`src/rtl/dec_bit_window.sv`:
```
// Bit-window feeder for the JPEG symbol decoder: strips 0xFF00 stuffing, buffers up to
// 32 bits and offers a 16-bit MSB-aligned window, then takes one advance/align command.
module dec_bit_window (
    input  logic        clock,
    input  logic        reset,
    input  logic [7:0]  byteIn_d,
    input  logic        byteIn_e,
    input  logic        byteIn_v,
    output logic        byteIn_b,
    output logic [15:0] parsToken_d,
    output logic        parsToken_e,
    output logic        parsToken_v,
    input  logic        parsToken_b,
    input  logic [7:0]  setIncr_d,
    input  logic        setIncr_e,
    input  logic        setIncr_v,
    output logic        setIncr_b,
    input  logic [7:0]  getReq_d,
    input  logic        getReq_e,
    input  logic        getReq_v,
    output logic        getReq_b
);

    typedef enum logic [1:0] {
        ST_EMIT,
        ST_WAIT,
        ST_EOS,
        ST_DONE
    } state_t;

    state_t      state_q, state_d;
    logic [31:0] bits_q, bits_d;
    logic [5:0]  cnt_q, cnt_d;
    logic        ff_pend_q, ff_pend_d;
    logic        eos_q, eos_d;

    logic [31:0] sh_bits;
    logic [5:0]  sh_cnt;
    logic [4:0]  incr_n;
    logic [15:0] pad;
    logic        win_v;
    logic        byte_acc, tok_acc, incr_acc, req_acc;
    logic        unused_get_data;

    assign unused_get_data = ^getReq_d;

    always_comb begin
        byteIn_b  = !((state_q != ST_DONE) && (cnt_q <= 6'd24) && !eos_q);
        setIncr_b = (state_q != ST_WAIT);
        // setIncr wins a same-cycle collision, so getReq is held off whenever it is offered
        getReq_b  = (state_q != ST_WAIT) || setIncr_v;

        pad   = (cnt_q >= 6'd16) ? 16'h0000 : (16'hFFFF >> cnt_q);
        win_v = (cnt_q >= 6'd16) || (eos_q && (cnt_q != 6'd0));

        parsToken_v = 1'b0;
        parsToken_e = 1'b0;
        parsToken_d = 16'h0000;
        case (state_q)
            ST_EMIT: begin
                parsToken_v = win_v;
                parsToken_d = win_v ? (bits_q[31:16] | pad) : 16'h0000;
            end
            ST_EOS: begin
                parsToken_v = 1'b1;
                parsToken_e = 1'b1;
            end
            default: ;
        endcase
    end

    assign byte_acc = byteIn_v && !byteIn_b;
    assign tok_acc  = parsToken_v && !parsToken_b;
    assign incr_acc = setIncr_v && !setIncr_b;
    assign req_acc  = getReq_v && !getReq_b;
    assign incr_n   = (setIncr_d > 8'd16) ? 5'd16 : setIncr_d[4:0];

    // Consume step: state transition plus any shift requested by the command.
    always_comb begin
        state_d = state_q;
        sh_bits = bits_q;
        sh_cnt  = cnt_q;
        case (state_q)
            ST_EMIT: begin
                if (eos_q && (cnt_q == 6'd0)) begin
                    state_d = ST_EOS;
                end else if (tok_acc) begin
                    state_d = ST_WAIT;
                end
            end
            ST_WAIT: begin
                if (incr_acc) begin
                    if (setIncr_e) begin
                        state_d = ST_DONE;
                    end else begin
                        sh_bits = bits_q << incr_n;
                        sh_cnt  = (cnt_q > {1'b0, incr_n}) ? (cnt_q - {1'b0, incr_n}) : 6'd0;
                        state_d = ST_EMIT;
                    end
                end else if (req_acc) begin
                    if (getReq_e) begin
                        state_d = ST_DONE;
                    end else begin
                        sh_bits = bits_q << cnt_q[2:0];
                        sh_cnt  = {cnt_q[5:3], 3'b000};
                        state_d = ST_EMIT;
                    end
                end
            end
            ST_EOS: begin
                if (tok_acc) begin
                    state_d = ST_DONE;
                end
            end
            default: ;
        endcase
    end

    // Fill step: appended after the shift, at the post-shift bit count.
    always_comb begin
        bits_d    = sh_bits;
        cnt_d     = sh_cnt;
        ff_pend_d = ff_pend_q;
        eos_d     = eos_q;
        if (byte_acc) begin
            if (byteIn_e) begin
                eos_d     = 1'b1;
                ff_pend_d = 1'b0;
            end else if (!ff_pend_q) begin
                bits_d    = sh_bits | ({byteIn_d, 24'h000000} >> sh_cnt);
                cnt_d     = sh_cnt + 6'd8;
                ff_pend_d = (byteIn_d == 8'hFF);
            end else if (byteIn_d == 8'h00) begin
                ff_pend_d = 1'b0;
            end else begin
                // Marker: the preceding 0xFF was not data, so retract it and clear its bits
                cnt_d     = (sh_cnt >= 6'd8) ? (sh_cnt - 6'd8) : 6'd0;
                bits_d    = sh_bits & ~(32'hFFFF_FFFF >> cnt_d);
                eos_d     = 1'b1;
                ff_pend_d = 1'b0;
            end
        end
    end

    always_ff @(posedge clock) begin
        if (reset) begin
            state_q   <= ST_EMIT;
            bits_q    <= 32'h0000_0000;
            cnt_q     <= 6'd0;
            ff_pend_q <= 1'b0;
            eos_q     <= 1'b0;
        end else begin
            state_q   <= state_d;
            bits_q    <= bits_d;
            cnt_q     <= cnt_d;
            ff_pend_q <= ff_pend_d;
            eos_q     <= eos_d;
        end
    end

endmodule

```
`config.mk`:
```
export PLATFORM = sky130hd
export DESIGN_NAME = dec_bit_window
export DESIGN_NICKNAME = d
export VERILOG_FILES = /design/src/rtl/dec_bit_window.sv
export SDC_FILE = /design/constraint.sdc
export NUM_CORES = 1
export LEC_CHECK = 0
export CAP_MARGIN = 20
export CORE_UTILIZATION = 37
export CTS_CLUSTER_DIAMETER = 120
export DETAILED_ROUTE_END_ITERATION = 8
export SLEW_MARGIN = 15
export SYNTH_ARGS = -nofsm -noshare
export SYNTH_HDL_FRONTEND = slang
export SYNTH_SLANG_ARGS = --single-unit
```
`constraint.sdc`:
```
create_clock -name clock -period 8.2 [get_ports clock]
set_input_delay 2.05 -clock clock [delete_from_list [all_inputs] [get_ports clock]]
set_output_delay 2.05 -clock clock [all_outputs]
set_load 0.01 [all_outputs]
```
=== Yosys cells after proc, flatten, opt, wreduce, memory -nomap -nowiden ===
Cells that the tools add are included.

* Add/sub/neg operators: 3
* Equality and inequality tests: 9
* Div/mod/pow operators: 0
* Reduce and logical (&&, ||, !) cells: 23
* Bitwise gates (word level): 4
* Multiplexer cells: 39
* Order comparisons: 5
* Shifts and indexed selects: 5
* Multipliers: 0

{| class="wikitable"
|+ Operators by type and width
! cell !! count
|-
| two-way mux 32 bit || 9
|-
| two-way mux 6 bit || 9
|-
| two-way mux 16 bit || 3
|-
| bitwise AND 32 bit || 1
|-
| inverter 32 bit || 1
|-
| bitwise OR 32 bit || 1
|-
| left shift 32 x 3 -> 32 bit || 1
|-
| left shift 32 x 5 -> 32 bit || 1
|-
| >> shifter 32 x 6 -> 32 bit || 1
|-
| >> shifter 32 x 6 -> 32 bit, first input constant || 1
|-
| bitwise OR 16 bit || 1
|-
| >> shifter 16 x 6 -> 16 bit, first input constant || 1
|-
| two-way mux 2 bit || 7
|-
| equality test 8 bit, second input constant || 1
|-
| greater-than comparator 8 x 5 -> 1 bit, second input constant || 1
|-
| logical AND 1 bit || 8
|-
| logical NOT 8 bit || 1
|-
| adder 6 x 4 -> 6 bit, second input constant || 1
|-
| greater-or-equal comparator 6 x 4 -> 1 bit, second input constant || 1
|-
| greater-or-equal comparator 6 x 5 -> 1 bit, second input constant || 1
|-
| greater-than comparator 6 x 5 -> 1 bit || 1
|-
| less-or-equal comparator 6 x 5 -> 1 bit, second input constant || 1
|-
| logical NOT 6 bit || 1
|-
| two-way mux 1 bit || 6
|-
| 19 further kinds || 28
|}

* Bits in writable memories: 0
* Input bits: 33
* Memories: 0
* Logic and storage cells: 93
* Register bits after elaboration: 42
* Latch bits: 0
* Memory bits (read-only): 0
* Output and inout bits: 21

=== Depth between registers and ports, before layout ===
* Depth in word-level cells: 16
* Gate-level depth with buffers: 22
* Mapped depth without buffers: 16

=== Worst setup path after synthesis ===
No wires, ideal clock.

* Path kind: input-to-reg
* Start: input port setIncr_d[6]
* End: register bits_q[26]
* Stages on the path: 22
* Required time: 8.068 ns
* Library setup time: 0.132 ns
* Data arrival time: 6.319 ns
* Setup slack: 1.750 ns
* Buffers on the path: 7
* Cell sequence: or4_1 > buf_2 > inv_1 > buf_4 > and2_1 > clkbuf_1 > inv_1 > buf_2 > ha_1 > a21oi_1 > o221ai_4 > nand2_4 > o41ai_4 > inv_2 > clkbuf_1 > ha_1 > nand4b_1 > and3_1 > buf_2 > buf_2 > a211oi_1 > nor3_1

* Longest elaborated chain between the ends: 16
* Elaborated cells between the ends (all ways): 24
* Those cells by class: add/sub (2); order compare (3); shift (3); mux (13); bitwise (3)

{| class="wikitable"
|+ Ends and longest elaborated chain
! element !! RTL line !! RTL
|-
| start, declared || 14 || <nowiki>input logic [7:0] setIncr_d,</nowiki>
|-
| greater-than comparator 8 x 5 -> 1 bit (*) || 76 || <nowiki>assign incr_n = (setIncr_d > 8'd16) ? 5'd16 : setIncr_d[4:0];</nowiki>
|-
| two-way mux 5 bit (*) || 76 ||
|-
| subtractor 6 x 5 -> 6 bit / greater-than comparator 6 x 5 -> 1 bit (equally long branches) || 97 || <nowiki>sh_cnt = (cnt_q > {1'b0, incr_n}) ? (cnt_q - {1'b0, incr_n}) : 6'd0;</nowiki>
|-
| two-way mux 6 bit || 97 ||
|-
| two-way mux 6 bit || 93 || <nowiki>if (setIncr_e) begin</nowiki>
|-
| two-way mux 6 bit || 92 || <nowiki>if (incr_acc) begin</nowiki>
|-
| two-way mux 6 bit || 83 || <nowiki>case (state_q)</nowiki>
|-
| subtractor 6 x 4 -> 6 bit / greater-or-equal comparator 6 x 4 -> 1 bit (equally long branches) || 137 || <nowiki>cnt_d = (sh_cnt >= 6'd8) ? (sh_cnt - 6'd8) : 6'd0;</nowiki>
|-
| two-way mux 6 bit || 137 ||
|-
| >> shifter 32 x 6 -> 32 bit || 138 || <nowiki>bits_d = sh_bits & ~(32'hFFFF_FFFF >> cnt_d);</nowiki>
|-
| inverter 32 bit || 138 ||
|-
| bitwise AND 32 bit || 138 ||
|-
| two-way mux 32 bit || 133 || <nowiki>end else if (byteIn_d == 8'h00) begin</nowiki>
|-
| two-way mux 32 bit || 129 || <nowiki>end else if (!ff_pend_q) begin</nowiki>
|-
| two-way mux 32 bit || 126 || <nowiki>if (byteIn_e) begin</nowiki>
|-
| two-way mux 32 bit (*) || 125 || <nowiki>if (byte_acc) begin</nowiki>
|-
| end signal, assigned || 154 || <nowiki>bits_q <= bits_d;</nowiki>
|-
| end, declared || 32 || <nowiki>logic [31:0] bits_q, bits_d;</nowiki>
|}

Mark *: on every way between the ends. The rest lies on a longest branch, timed or not.
A chain may end at the register's enable or synchronous reset.

=== Final worst setup path ===
* Start: input port setIncr_d[6]
* End: register bits_q[27]

Same word-level chain as after synthesis.

==> results.py <==
metrics = {
    "status": {
        "outcome": "finished, final reports clean",
    },
    "synthesis": {
        "mappedNetlistNets": 993,
        "number_of_enable_flip_flop_cells_after_synthesis": 0,
        "synth.top_cells.by_area": "dfxtp_1 12%, mux4_2 9.6%, a21oi_1 7.0%",
        "synth_sequential_area_ratio_pct": 12.3,
        "async_reset_ff_share_pct": 0,
        "synthesis.yosys.warnings": 0,
        "synth-seq-cells": 42,
        "mean_instance_size_in_the_synthesized_netlist_um2": 7.20,
        "netlist_instances": 948,
        "yosysUniqueCellTypes": 90,
        "area_of_the_mapped_netlist_mm2": 0.00683,
        "synth_top_area_share_pct": 12.3,
        "yosys_most_used_dff": "dfxtp_1",
        "synthDominantAreaCellType": "dfxtp_1",
    },
    "detailed_routing": {
        "drtIter0Drc": 1457,
        "viasPerCell": 7.07,
        "vias": 8131,
        "wire_per_inst_um": 24.9,
        "number_of_routed_nets_with_antenna_violations": 0,
        "post-route-drc-count": 0,
        "firstDrtPassIters": 7,
        "routed_wl_um": 28700,
    },
    "timing": {
        "setup_ws_ns": 0.959,
        "rsz_0062_raised_after_global_routing": "false",
        "timing.final.setup_violations": 0,
        "maxClockFrequency_mhz": 138,
        "timing.setup.tns_ns": 0,
        "hold_slack_ns": 0.497,
        "maxSlewViolCount": 0,
        "relSlewSlack_pct": 37.6,
        "worst_case_clock_skew_ns": 0.00530,
        "worstMarginPinSlew_ns": 0.932,
        "hold_violations": 0,
        "finalCriticalPeriod_ns": 7.24,
        "period_share_pct": 88.3,
    },
    "power_and_ir_drop": {
        "p_per_area_mw_per_mm2": 136,
        "ir_drop_mv": 0.0826,
        "leakage_nw": 2.47,
    },
    "critical_path": {
        "cp_cell_sequence": "clkdlybuf4s50_1 -> or4_1 -> nor2_2 -> inv_2 -> ha_1 -> and4_1 -> nand2_1 -> nand2_4 -> o41ai_4 -> buf_4 -> inv_2 -> ha_1 -> nand4b_1 -> and3_1 -> o21bai_1 -> a32o_1",
        "worstPathArrival_ns": 7.43,
        "timing.critical_path.from_type": "input port",
        "end_kind": "flop",
        "crit_path_max_fanout": 25,
        "slack_of_the_worst_reg_to_reg_path_ns": 3.07,
        "cpPeakStageDelay_ns": 0.75,
        "critPathSlowestCell": "or4_1",
        "launch_point_of_the_critical_path": "setIncr_d[6]",
        "worstReg2RegStart": "cnt_q[0]$_SDFF_PP0_",
        "path_class": "input port to flop",
        "critPathRequiredTime_ns": 8.39,
    },
    "final_layout": {
        "mostFrequentLayoutCell": "nand2_1",
        "post_layout_nonfiller_instances": 1150,
        "antenna_cells_inserted": 0,
        "area.growth.synth_to_final_pct": 9.33,
        "finish.net_count": 965,
        "n_fill_cell": 1941,
        "mostFrequentLayoutCells": "107 x nand2_1, 98 x nor2_1, 95 x a21oi_1, 47 x mux2i_1, 45 x clkdlybuf4s50_1",
        "final_layout_size_suffix_gt1_share_pct": 11.0,
        "finalInstanceArea_mm2": 0.00746,
    },
    "clock_tree": {
        "cts_buffer_depth": 2,
        "holdBufCountCts": 0,
        "clkSlewWorstSetupHoldPaths_ns": 0.07,
        "htree_levels": 2,
        "tritoncts": "built",
        "clock_sinks": 42,
        "cts_repair_resize_count": 0,
        "postCtsSetupBuffers": 0,
        "cts_made_buffers": 5,
        "source_to_sink_clock_delay_at_the_later_pin_of_the_worst_skew_pair_ns": 0.29,
        "clock_tree.root_cell": "clkbuf_16",
    },
    "floorplan": {
        "total_die_area_mm2": 0.0190,
        "die_width_um": 138,
        "num_io_pins": 54,
        "die_h_um": 138,
        "core_region_area_mm2": 0.0180,
        "start_util_pct": 37.9,
        "num_rows": 49,
    },
    "global_routing": {
        "grt_antenna_before_repair": 1,
        "grt_first_pass_wirelength_um": 43800,
        "pin_count_of_the_biggest_net_entering_global_routing": 46,
        "groute.usage.overall_pct": 30.6,
        "overflow": 0,
        "grt_pass1_vias": 7226,
    },
    "place": {
        "portBuffers": 45,
        "finalWeightedCongestion": 0.975,
        "placed_cell_area_mm2": 0.00726,
        "hpwl_um": 20600,
        "post-place-cells": 1141,
        "dp_slack_ns": 0.732,
    },
    "worst_hold_path": {
        "hold_path.class": "flop to flop",
        "min_from": "state_q[0]$_SDFFE_PP0P_",
    },
    "flow_run": {
        "reported_max_cap_violation_count": 0,
    },
}
## per-layer routing
metal  global-route usage [%]  routed length (µm)
met1                     44.7               12100
met2                     44.1               12000
met3                     5.15                3450
met4                     11.4                1130
met5                        0                  13
## registers in the layout, indices dropped and copies added, names as in the netlist
signal	cells
eos_q	1
cnt_q	6
ff_pend_q	1
bits_q	32
state_q	2
## report_power, final
part / internal, W / total (W) / switching (W)
combinational: 0.000189 / 0.000482 / 0.000293
clock: 0.000175 / 0.000264 / 0.0000884
sequential: 0.000222 / 0.000270 / 0.0000477
## metrics by stage
stage / utilization (%) / power [W]
finish: 41.4 / 0.00102
global route: 41.4 / 0.00106
CTS: 41.4 / 0.000998
detailed placement: 40.3 / 0.000736
global placement: 40.3 / 0.000734
floorplan: - / 0.000578
## worst max-delay path: cells and delay by family
kind,cells,cell delay [ns]
compound gates,3,0.88
fa+ha+maj,2,0.76
buf+inv,4,1.29
simple gates,7,2.42
## cell usage after synthesis (17+ instances only)
library cell	count
buf_2	25
nand2_1	107
mux2i_1	47
nand3_1	24
inv_1	21
nor3_1	26
mux4_2	29
a21oi_1	95
nor2_1	100
clkbuf_1	56
o21ai_0	42
dfxtp_1	42
o22ai_1	17
a221oi_1	17
a211oi_1	31
## final timing paths
check,end,cells after the start
setup / recovery,bits_q[27]$_SDFF_PP0_,16
hold / removal,state_q[0]$_SDFFE_PP0P_,2
setup reg to reg,bits_q[27]$_SDFF_PP0_,15
hold reg to reg,state_q[0]$_SDFFE_PP0P_,2
## kinds of logic after synthesis
kind of cell	count (synthesis)	share of synthesized area, %
AO/OA/AOI/OAI	345	35.4
AND/OR/NAND/NOR	336	23.7
buffers and inverters	125	7.99
multiplexers	85	17.9
XOR/XNOR	3	0.385
flip-flops	42	12.3
adder cells (fa/ha/maj)	12	2.31
## area by class of cell
cell class / instances / area, µm² / area share, %
timing repair buffer: 64 / 597 / 8.00
clock inverter: 3 / 68.8 / 0.922
sequential: 42 / 843 / 11.3
multi-input combinational: 781 / 5450 / 73.0
tap: 229 / 287 / 3.84
inverter: 26 / 97.6 / 1.31
clock buffer: 5 / 125 / 1.68
No activity file was read; power rests on OpenSTA's default activity.
